[src/rtl/gmii_rx_frame.sv]
// GMII receive framer: strips preamble/SFD and the FCS, streams the payload, reports per-frame status.
// Optional CRC residue check is built when RX_CRC_CHECK_EN is defined.
module gmii_rx_frame #(
  parameter logic [47:0] LOCAL_MAC = 48'h00_0a_35_01_fe_c0,
  parameter int          MAX_LEN   = 1518
) (
  input  logic        clk,
  input  logic        rst_n,
  input  logic        gmii_rx_dv,
  input  logic        gmii_rx_er,
  input  logic [7:0]  gmii_rxd,
  output logic [7:0]  rx_data,
  output logic        rx_valid,
  output logic        rx_sof,
  output logic        rx_done,
  output logic [3:0]  rx_err,
  output logic        frame_good,
  output logic [15:0] frame_len
);

  typedef enum logic [2:0] {
    S_WAIT_IDLE,
    S_IDLE,
    S_PREAMBLE,
    S_DROP,
    S_DATA,
    S_GIANT
  } state_t;

  localparam logic [15:0] GIANT_N   = 16'(MAX_LEN + 1);
  localparam logic [15:0] GIANT_LEN = 16'(MAX_LEN - 4);

  state_t          state, state_nxt;
  logic [15:0]     n_cnt, n_inc;
  logic [3:0][7:0] dly;
  logic            er_seen, uc_ok, bc_ok;
  logic            crc_bad;
  logic [47:0]     mac_shift;
  logic [3:0]      data_err, giant_err;

  assign n_inc     = (n_cnt == 16'hFFFF) ? n_cnt : n_cnt + 16'd1;
  // Destination-address byte expected at index n_cnt (byte 0 is the MSB).
  assign mac_shift = LOCAL_MAC >> {3'd5 - n_cnt[2:0], 3'b000};
  assign data_err  = {~(uc_ok | bc_ok), er_seen, (n_cnt < 16'd64), crc_bad};
  assign giant_err = {~(uc_ok | bc_ok), er_seen, 1'b1, crc_bad};

`ifdef RX_CRC_CHECK_EN
  logic [31:0] crc;

  function automatic logic [31:0] crc_next(input logic [31:0] c, input logic [7:0] d);
    logic [31:0] r;
    r = c ^ {24'd0, d};
    for (int i = 0; i < 8; i++) r = r[0] ? ((r >> 1) ^ 32'hEDB88320) : (r >> 1);
    return r;
  endfunction

  assign crc_bad = (crc != 32'hDEBB20E3);

  always_ff @(posedge clk or negedge rst_n) begin
    if (!rst_n) begin
      crc <= 32'hFFFFFFFF;
    end else if (state == S_PREAMBLE && gmii_rx_dv && gmii_rxd == 8'hD5) begin
      crc <= 32'hFFFFFFFF;
    end else if (state == S_DATA && gmii_rx_dv) begin
      crc <= crc_next(crc, gmii_rxd);
    end
  end
`else
  assign crc_bad = 1'b0;
`endif

  always_ff @(posedge clk or negedge rst_n) begin
    if (!rst_n) state <= S_WAIT_IDLE;
    else        state <= state_nxt;
  end

  always_comb begin
    state_nxt = state;
    case (state)
      S_WAIT_IDLE: if (!gmii_rx_dv) state_nxt = S_IDLE;
      S_IDLE:      if (gmii_rx_dv) state_nxt = (gmii_rxd == 8'h55) ? S_PREAMBLE : S_DROP;
      S_PREAMBLE: begin
        if (!gmii_rx_dv)             state_nxt = S_IDLE;
        else if (gmii_rxd == 8'hD5)  state_nxt = S_DATA;
        else if (gmii_rxd != 8'h55)  state_nxt = S_DROP;
      end
      S_DROP:      if (!gmii_rx_dv) state_nxt = S_IDLE;
      S_DATA: begin
        if (!gmii_rx_dv)             state_nxt = S_IDLE;
        else if (n_inc == GIANT_N)   state_nxt = S_GIANT;
      end
      S_GIANT:     if (!gmii_rx_dv) state_nxt = S_IDLE;
      default:     state_nxt = S_WAIT_IDLE;
    endcase
  end

  always_ff @(posedge clk or negedge rst_n) begin
    if (!rst_n) begin
      n_cnt      <= '0;
      dly        <= '0;
      er_seen    <= 1'b0;
      uc_ok      <= 1'b0;
      bc_ok      <= 1'b0;
      rx_data    <= '0;
      rx_valid   <= 1'b0;
      rx_sof     <= 1'b0;
      rx_done    <= 1'b0;
      rx_err     <= '0;
      frame_good <= 1'b0;
      frame_len  <= '0;
    end else begin
      rx_valid <= 1'b0;
      rx_sof   <= 1'b0;
      rx_done  <= 1'b0;
      case (state)
        S_PREAMBLE: begin
          if (gmii_rx_dv && gmii_rxd == 8'hD5) begin
            n_cnt   <= '0;
            er_seen <= 1'b0;
            uc_ok   <= 1'b1;
            bc_ok   <= 1'b1;
          end
        end
        S_DATA: begin
          if (gmii_rx_dv) begin
            dly   <= {dly[2:0], gmii_rxd};
            n_cnt <= n_inc;
            if (gmii_rx_er) er_seen <= 1'b1;
            if (n_cnt < 16'd6) begin
              if (gmii_rxd != mac_shift[7:0]) uc_ok <= 1'b0;
              if (gmii_rxd != 8'hFF)          bc_ok <= 1'b0;
            end
            // The oldest delay-line byte leaves once four newer bytes are behind it.
            if (n_inc != GIANT_N && n_inc >= 16'd5) begin
              rx_data  <= dly[3];
              rx_valid <= 1'b1;
              rx_sof   <= (n_inc == 16'd5);
            end
          end else begin
            rx_done    <= 1'b1;
            rx_err     <= data_err;
            frame_good <= (data_err == 4'd0);
            frame_len  <= (n_cnt >= 16'd4) ? n_cnt - 16'd4 : 16'd0;
          end
        end
        S_GIANT: begin
          if (gmii_rx_dv) begin
            if (gmii_rx_er) er_seen <= 1'b1;
          end else begin
            rx_done    <= 1'b1;
            rx_err     <= giant_err;
            frame_good <= 1'b0;
            frame_len  <= GIANT_LEN;
          end
        end
        default: ;
      endcase
    end
  end

endmodule

[config.mk]
export PLATFORM = sky130hd
export DESIGN_NAME = gmii_rx_frame
export DESIGN_NICKNAME = d
export VERILOG_FILES = /design/src/rtl/gmii_rx_frame.sv
export SDC_FILE = /design/constraint.sdc
export NUM_CORES = 1
export LEC_CHECK = 0
export CORE_MARGIN = 2
export CORE_UTILIZATION = 58
export DETAILED_ROUTE_END_ITERATION = 10
export PLACE_DENSITY = 0.81
export SLEW_MARGIN = 25
export SYNTH_ARGS = -nofsm -noshare
export SYNTH_HDL_FRONTEND = slang
export SYNTH_SLANG_ARGS = --single-unit
[constraint.sdc]
create_clock -name clk -period 4.1 [get_ports clk]
set_clock_uncertainty 0.05 [all_clocks]
set_input_delay 0.41 -clock clk [delete_from_list [all_inputs] [get_ports clk]]
set_output_delay 0.41 -clock clk [all_outputs]
set_load 0.01 [all_outputs]
# Word-level counts from Yosys, hierarchy flattened
# Cells that the tools add are included.
# W data, S select, Z words.
[classes]
n_reduce_logical = 17
mux = 44
bitwise_logic = 2
add_sub_neg = 3
eq_ne = 27
shifts = 1
magnitude_cmp = 4
[op_table]
columns = ["op", "count"]
rows = [
  ["$mux W16", 6],
  ["$pmux W16 S2", 2],
  ["$shr A36 B6 Y8 const A", 1],
  ["$ge A16 B3 Y1 const B", 2],
  ["$mux W1", 21],
  ["$mux W3", 7],
  ["$ne A2 B2 Y1 const B", 9],
  ["$add A16 B1 Y16 const B", 1],
  ["$eq A16 B11 Y1 const B", 1],
  ["$eq A16 B16 Y1 const B", 1],
  ["$eq A16 B3 Y1 const B", 1],
  ["$lt A16 B3 Y1 const B", 1],
  ["$lt A16 B7 Y1 const B", 1],
  ["$ne A16 B11 Y1 const B", 1],
  ["$sub A16 B3 Y16 const B", 1],
  ["$pmux W3 S4", 1],
  ["$reduce_and A5 Y1", 2],
  ["$reduce_and A3 Y1", 3],
  ["$eq A8 B7 Y1 const B", 1],
  ["$eq A8 B8 Y1 const B", 1],
  ["$mux W4", 2],
  ["$ne A8 B7 Y1 const B", 1],
  ["$ne A8 B8 Y1", 1],
  ["$ne A8 B8 Y1 const B", 1],
  ["19 further kinds", 29],
]
[totals]
wordCells = 114
reg_bits = 86

# Longest topological paths before layout
# Gate-level depths: netlist of run 1.
[depth]
ltp_word = 7
ltp_mapped = 11
depth_no_buf = 9

# Worst setup path before layout of run 1
# OpenSTA, ideal clock, no wires.
[synth_path]
path_type = "register to register"
startpoint = "register n_cnt[1]"
endpoint = "register state[0]"
t_arrival_ns = 2.690
setup_ns = 0.128
period_less_slack_ns = 2.868
slack_ns = 1.232
stages_incl_launch_ff = 11
path_cell_list = "dfrtp_1 -> ha_1 -> buf_2 -> nand4_2 -> nor3_2 -> and3_1 -> mux2_1 -> nor4b_4 -> a41oi_2 -> a311oi_2 -> mux2_1"
[synth_between]
elab_chain_cells = 5
word_cells_on_any_way = 6
classes_between = "add/sub (1); eq/ne (3); mux (1); reduce/logical (1)"
[synth_lines]
columns = ["item", "line_no", "text"]
rows = [
  ["start, declared", "34", "logic [15:0] n_cnt, n_inc;"],
  ["start signal, assigned", "127", "n_cnt <= n_inc;"],
  ["$add A16 B1 Y16 or $eq A16 B16 Y1 (tied branches)", "41", "assign n_inc = (n_cnt == 16'hFFFF) ? n_cnt : n_cnt + 16'd1;"],
  ["$mux W16 (*)", "41", ""],
  ["$eq A16 B11 Y1 (*)", "90", "else if (n_inc == GIANT_N) state_nxt = S_GIANT;"],
  ["$ne A3 B3 Y1 (no source line) (*)", "-", ""],
  ["$reduce_and A4 Y1 (no source line) (*)", "-", ""],
  ["end signal, assigned", "74", "else state <= state_nxt;"],
  ["end, declared", "33", "state_t state, state_nxt;"],
]
# Every way passes the cells marked *; elsewhere a longest branch is shown, timed or not.
# A chain may end at the register's enable or synchronous reset.

# Worst setup path after layout of run 1
[layout_path]
startpoint = "register n_cnt[0]"
endpoint = "register rx_data[0]"
[layout_between]
elab_chain_cells = 5
word_cells_on_any_way = 7
classes_between = "add/sub (1); order compare (1); eq/ne (2); mux (1); reduce/logical (2)"
[layout_lines]
columns = ["item", "line_no", "text"]
rows = [
  ["$add A16 B1 Y16 or $eq A16 B16 Y1 (tied branches)", "41", ""],
  ["$mux W16 (*)", "41", ""],
  ["$ge A16 B3 Y1 or $ne A16 B11 Y1 (tied branches)", "134", "if (n_inc != GIANT_N && n_inc >= 16'd5) begin"],
  ["$logic_and A1 B1 Y1 (*)", "134", ""],
  ["$reduce_and A3 Y1 (no source line) (*)", "-", ""],
  ["end signal, assigned", "135", "rx_data <= dly[3];"],
  ["end, declared", "12", "output logic [7:0] rx_data,"],
]
# Marked as above.

==> out/qor.yml, run 1 <==
outcome:
  status: "complete, no violations"
yosys:
  synthCells: 480
  yosys_register_bits: 85
  synth_area_mm2: 0.004614
  ys_seq_area_frac: 0.4610
  avgSynthCellArea_um2: 9.613
  ys_warn_count: 0
  synthArstFlopShare: 1.000
  synth_nets: 501
  ys_types: 72
  ys.flop_type: "dfrtp_1"
  synth-edff-count: 0
placed_design:
  gp_congestion: 0.9121
  placed_cells: 598
  hpwlAfterDp_um: 7135
  port_buffers: 42
finish:
  area_delta_synth_final_pct: 11.90
  drive_gt1_frac: 0.1211
  diodes: 0
  layoutNonFillerInstCount: 614
  nets: 528
  final_common_cell: "nand2_1"
  layout_common_cells: "126 x nand2_1, 85 x dfrtp_1, 41 x clkdlybuf4s50_1"
floorplan:
  dieArea_mm2: 0.008685
  core-area_mm2: 0.007727
  ios: 44
  die_x_um: 93.20
  core.rowCount: 32
  dieHeight_um: 93.20
  initial_core_util: 0.5972
sta:
  tightest_slew_ns: 0.7592
  setup_viol: 0
  hold_viol: 0
  min_period_ns: 3.514
  tns_ns: 0
  finalCritPeriodShare: 0.8572
  rsz0062_at_grt: "no"
  fmax_mhz: 284.5
  slew_headroom: 0.4939
  hold_slack_ns: 0.02970
  final_max_slew_viol_count: 0
clock_network:
  clkSlewWorstSetupHoldPaths_ns: 0.09
  ctsResizeCount: 0
  htree_levels: 3
  cts.sinks: 85
  cts_tree: "built"
  cts_inserted_buffers: 9
  worstSkewPairLatency_ns: 0.36
  cts_hold_buf: 0
  cts_max_path_buffers: 2
  post-cts-setup-buffer-count: 0
  root_buffer: "clkbuf_8"
setup_path:
  cp_max_fo: 12
  crit_chain: "ha_1 > nand4_2 > nor3_2 > and3_1 > mux2_1 > nor4b_4 > nand4_1 > o21a_1 > mux2_4"
  endpoint_kind: "flip-flop"
  cp-start-kind: "flip-flop"
  cp_data_required_time_ns: 4.29
  worstPathArrival_ns: 3.71
  crit_family: "simple AND/OR/NAND/NOR gates"
  path_buf_inv: 0
  slowest_stage: "dfrtp_1"
  slowest_delay_ns: 0.57
  crit_type: "reg2reg"
route:
  num_vias: 3491
  wire_per_inst_um: 16.28
  drc_errors: 0
  wirelength_um: 9993
  final_antenna_net_count: 0
  via_per_inst: 5.686
  dr.pass1.iters: 4
  drt_iter0_markers: 247
global_routing:
  antenna_found_initial: 0
  grt_max_degree: 86
  grt_pass1_vias: 3381
  use_met1: 0.3542
  met3_usage: 0.03546
  gr-total-overflow: 0
  grt_pass1_wl_um: 16860
  track_usage: 0.2489
  grt-busiest-layer: "met2"
  grt.met2_usage: 0.3961
min_path:
  hold_path_class: "in2async"
power:
  p_sw_frac: 0.3502
  switching_power_mw: 0.8816
  pwr-share-clk: 0.226
  peakVddDrop_uv: 309.5
  comb_power_share: 0.314
  p_per_area_mw_per_mm2: 487.5
  power_mw: 2.517
  power_frac_seq: 0.459
  power.internal_mw: 1.636
  p_leak_nw: 2.366
job:
  drv_cap: 0
==> sequential cells by signal (all words and copies together), names as in the netlist <==
name        cells
dly            32
rx_done         1
er_seen         1
rx_valid        1
n_cnt          16
frame_good      1
rx_err          3
frame_len      16
rx_data         8
rx_sof          1
bc_ok           1
uc_ok           1
state           3
==> through the flow <==
step	worst slack, ns	area [µm²]	util
final	0.5857	5164	0.6682
after global routing	0.3753	5164	0.6682
after CTS	0.6245	5160	0.6677
after detailed placement	0.6242	4969	0.6430
after global placement	0.7378	4969	0.6430
after floorplan	1.232	4614	-
==> worst reg2reg max path, cell delays in order, from the launching register on <==
cell and delay [ns]:
dfrtp_1 0.57, ha_1 0.39, nand4_2 0.22, nor3_2 0.31, and3_1 0.21, mux2_1 0.36, nor4b_4 0.31, nand4_1 0.16
o21a_1 0.43, mux2_4 0.41
==> final cells by class <==
type	count	area, µm²
Clock buffer	10	137.6
Clock inverter	6	53.80
Fill cell	613	2564
Inverter	9	33.78
Multi-Input combinational cell	355	2225
Sequential cell	85	2127
Tap cell	102	127.6
Timing Repair Buffer	47	459.2
==> synth_stat cells (3+ instances only) <==
cell type | n | area share
mux2i_1 | 8 | 0.017
xnor2_1 | 11 | 0.021
and3_1 | 5 | 0.0068
o31ai_1 | 4 | 0.0065
o22ai_1 | 5 | 0.0068
o21ai_0 | 30 | 0.033
nor4_1 | 3 | 0.0041
buf_6 | 7 | 0.017
a21oi_1 | 10 | 0.011
inv_1 | 8 | 0.0065
or3_1 | 3 | 0.0041
ha_1 | 9 | 0.024
nand2_1 | 126 | 0.10
o21a_1 | 7 | 0.011
buf_2 | 4 | 0.0043
clkbuf_8 | 3 | 0.0089
clkbuf_1 | 14 | 0.011
and2_1 | 4 | 0.0054
mux2_4 | 8 | 0.026
nand2b_1 | 7 | 0.0095
xor2_1 | 4 | 0.0076
a31oi_1 | 6 | 0.0081
nand3_1 | 7 | 0.0076
nor2_1 | 27 | 0.022
o22a_1 | 3 | 0.0057
nand4_1 | 9 | 0.012
dfrtp_1 | 85 | 0.46
nor3_1 | 9 | 0.0098
==> power by group through the flow <==
stage / Clock (mW) / Combinational [mW] / Sequential, mW
2_1_floorplan: 0 / 0.478 / 1.17
3_3_place_gp: 0 / 0.775 / 1.16
3_5_place_dp: 0 / 0.790 / 1.17
4_1_cts: 0.581 / 0.795 / 1.16
5_1_grt: 0.613 / 0.883 / 1.18
6_report: 0.569 / 0.791 / 1.16
==> routing by layer <==
layer,vias up,wire length [µm]
met2,95,4721
met5,-,0
met1,1685,4630
li1,1704,-
met3,7,532
met4,0,108
==> cells by family (layout without fill, tap and decap cells) <==
| group | Yosys count | in the layout | share of synthesized area |
|---|---|---|---|
| and+or+nand+nor | 227 | 227 | 0.2535 |
| DFF | 85 | 85 | 0.4610 |
| AOI/OAI and AO/OA | 82 | 82 | 0.1182 |
| buffers and inverters | 40 | 72 | 0.05694 |
| muxes | 20 | 20 | 0.05315 |
| xor gates and xnor gates | 16 | 16 | 0.03200 |
| adders and majority gates | 9 | 9 | 0.02440 |
| other | 1 | 1 | 0.0008127 |
==> path summary, 6_finish.rpt <==
kind                                from  cells past startpoint  slack, ns      endpoint
max in group asynchronous          rst_n                      1       3.44  frame_len[9]
worst max register to register  n_cnt[0]                      9       0.59    rx_data[0]
min in group clk                 dly[18]                      2       0.42       dly[26]
worst min register to register   dly[18]                      2       0.42       dly[26]
worst max-delay path            n_cnt[0]                      9       0.59    rx_data[0]
worst min-delay path               rst_n                      1       0.03     n_cnt[11]
Power figures use the tool's default switching activity.
==> inputs of run 2 (changes only) <==
Settings changed: CTS_BUF_LIST set to sky130_fd_sc_hd__clkbuf_8 sky130_fd_sc_hd__clkbuf_16.
==> results of run 2 <==
No change in the layout: final DEF, timing and power equal those of run 1.
==> RTL edit: new RTL, settings of run 2 <==
Add a define of `RX_CRC_CHECK_EN`.
--- a/src/rtl/gmii_rx_frame.sv
+++ b/src/rtl/gmii_rx_frame.sv
@@ -1,5 +1,7 @@
 // GMII receive framer: strips preamble/SFD and the FCS, streams the payload, reports per-frame status.
 // Optional CRC residue check is built when RX_CRC_CHECK_EN is defined.
+`define RX_CRC_CHECK_EN
+
 module gmii_rx_frame #(
   parameter logic [47:0] LOCAL_MAC = 48'h00_0a_35_01_fe_c0,
   parameter int          MAX_LEN   = 1518
Check against the original RTL: not equivalent (a bounded check fails within 10 cycles, from zero or initial values and one cycle with rst_n low).
==> RTL edit against run 2 <==
- synthesized cell count grew 43%
- wire length grew 49%
- total power grew 20%
- combinational power shrank 67%
- fmax grew 2.8%
- highest routed layer unchanged
- core utilization grew 2.6 points
- worst hold slack gained 0.38 ns
- setup slack gained 0.095 ns
- design area grew 45%
- area after synthesis grew 37%
- sequential cell count grew 33
- critical endpoint is now rx_data[7]
- via count grew 48%
==> RTL edit: results (changes against run 2) <==
placed_design:
  dp_hpwl_um: 9880  # +39%
  portBuffers: 43  # +2.4%
  preCtsSetupSlack_ns: 0.721  # +0.0967 ns
  gp_congestion: 0.894  # -2.0%
  placed_cell_area_um2: 6840  # +38%
status:
  outcome: "complete, no violations"
yosys:
  yosys-top-cells-count: "170 x nand2_1, 86 x dfrtp_1, 57 x xnor2_1"
  muxShareOfSynthArea_pct: 2.29  # -3.0 points
  synthXorXnorAreaFrac_pct: 11.3  # +8.1 points
  yosysWarningCount: 0  # unchanged
  synth_seq_area_share_pct: 47.2  # +1.1 points
  synth_fp_nets: 709  # +42%
  synth_compound_area_share_pct: 12.2  # +0.41 points
  synth_flop_cell: "dfrtp_1"
  synth_top_cells_by_area: "dfrtp_1 34%, dfstp_2 13%, nand2_1 10%, xnor2_1 7.9%, o211ai_1 3.6%"
  synthDistinctLibCells: 58  # -19%
  synthAdderAreaFrac_pct: 1.78  # -0.66 points
  async_flop_share_pct: 100  # unchanged
sta:
  fin_crit_sh_pct: 83.4  # -2.3 points
  tightest_slew_ns: 0.878  # +0.119 ns
grt:
  grt_pass1_wl_um: 24500  # +45%
  antenna_found_initial: 0  # unchanged
  grt_max_degree: 66  # -23%
  grt_pass1_vias: 4876  # +44%
  grt_use_total_pct: 26.9  # +2.1 points
clocking:
  cts_hold_buf: 1  # +1
  ctsResizeCount: 0  # unchanged
  cts_buffers: 17  # +8
  cts_setup_buffers: 0  # unchanged
  htreeDepth: 4  # +1
  worstSkewPairLatency_ns: 0.52  # +0.16 ns
  clk_pin_slew_ns: 0.06  # -0.03 ns
  clk_path_buf_depth: 2  # unchanged
  clockRootBuffer: "clkbuf_8"
pwr:
  peakVddDrop_v: 0.000224  # -28%
  leakagePower_nw: 3.29  # +39%
cells_and_area:
  n_antenna_cell: 0  # unchanged
  fin_nets: 738  # +40%
  fill_cells: 825  # +35%
  drive_above_1_share_pct: 12.5  # +0.36 points
  reg.largest.list: "crc x32, dly x32"
worst_setup_path:
  r2r-end: "rx_data[7]"
  path_max_fanout: 13  # +1
  critPathArrivalTime_ns: 3.77  # +0.06 ns
  path_class: "flop to flop"
  crit_path_start: "n_cnt[0]"
  r2r_cells: 8  # -1
  r2r_slack_ns: 0.68  # +0.09 ns
drt:
  vias_per_cell: 5.93  # +4.2%
  drt-initial-drc-count: 362  # +47%
  final_antenna_net_count: 0  # unchanged
  drtPass1Iterations: 5  # +1
  drt_wl_total_um: 14900  # +49%
min_path:
  hold_path.class: "flop to flop"
[RTL edit: cell families after synthesis]
logic type	Yosys count
flip-flops	118
multiplexers	13
XOR/XNOR	82
adder cells (fa/ha/maj)	9
AO/OA/AOI/OAI	116
AND/OR/NAND/NOR	297
buffers and inverters	53
[RTL edit: cell type report]
class	count	area [µm²]	area share [%]
multi-input cells	517	3140	42.1
flip-flops and latches	118	2990	40.1
repair buffers	53	505	6.77
clock buffers	18	428	5.73
clock inverters	14	186	2.50
well taps	140	175	2.35
inverters	10	37.5	0.503
[RTL edit: where the power goes]
part,switching [mW],internal (mW),leakage (nW)
Sequential,0.0292,1.19,1.52
Clock,0.536,0.999,0.300
Combinational,0.148,0.110,1.47
[RTL edit: worst min path at each step]
stage | from | endpoint | slack [ns] | depth (start not counted)
2_1_floorplan | rst_n | bc_ok | 0.06 | 0
3_3_place_gp | dly[7] | dly[15] | 0.40 | 2
3_5_place_dp | dly[2] | dly[10] | 0.40 | 2
4_1_cts | dly[16] | dly[24] | 0.41 | 2
5_1_grt | dly[16] | dly[24] | 0.44 | 2
6_report | dly[16] | dly[24] | 0.41 | 2
[RTL edit: per-layer routing]
| layer | up-vias | wire length [µm] | GRT usage, % |
|---|---|---|---|
| met3 | 33 | 831 | 5.30 |
| met1 | 2491 | 6580 | 36.2 |
| li1 | 2435 | - | - |
| met4 | 0 | 336 | 12.6 |
| met5 | - | 0 | 0 |
| met2 | 196 | 7100 | 42.1 |
[RTL edit: critical path, stage by stage, from the launching register on]
cell and delay, ns:
dfrtp_1 0.55, ha_1 0.42, nand4_2 0.28, or4_4 0.67, nand3_1 0.14, xnor2_1 0.08
o31a_1 0.14, a211oi_4 0.55, mux2_2 0.41
[RTL edit: through the flow]
step	instances	utilization, %	total power [mW]	hold slack [ns]
3_3_place_gp	837	63.7	1.49	0.396
6_report	870	69.5	3.01	0.411
3_5_place_dp	837	63.7	1.49	0.398
2_1_floorplan	688	-	1.41	0.0644
5_1_grt	870	69.5	3.12	0.444
4_1_cts	870	69.5	3.03	0.412
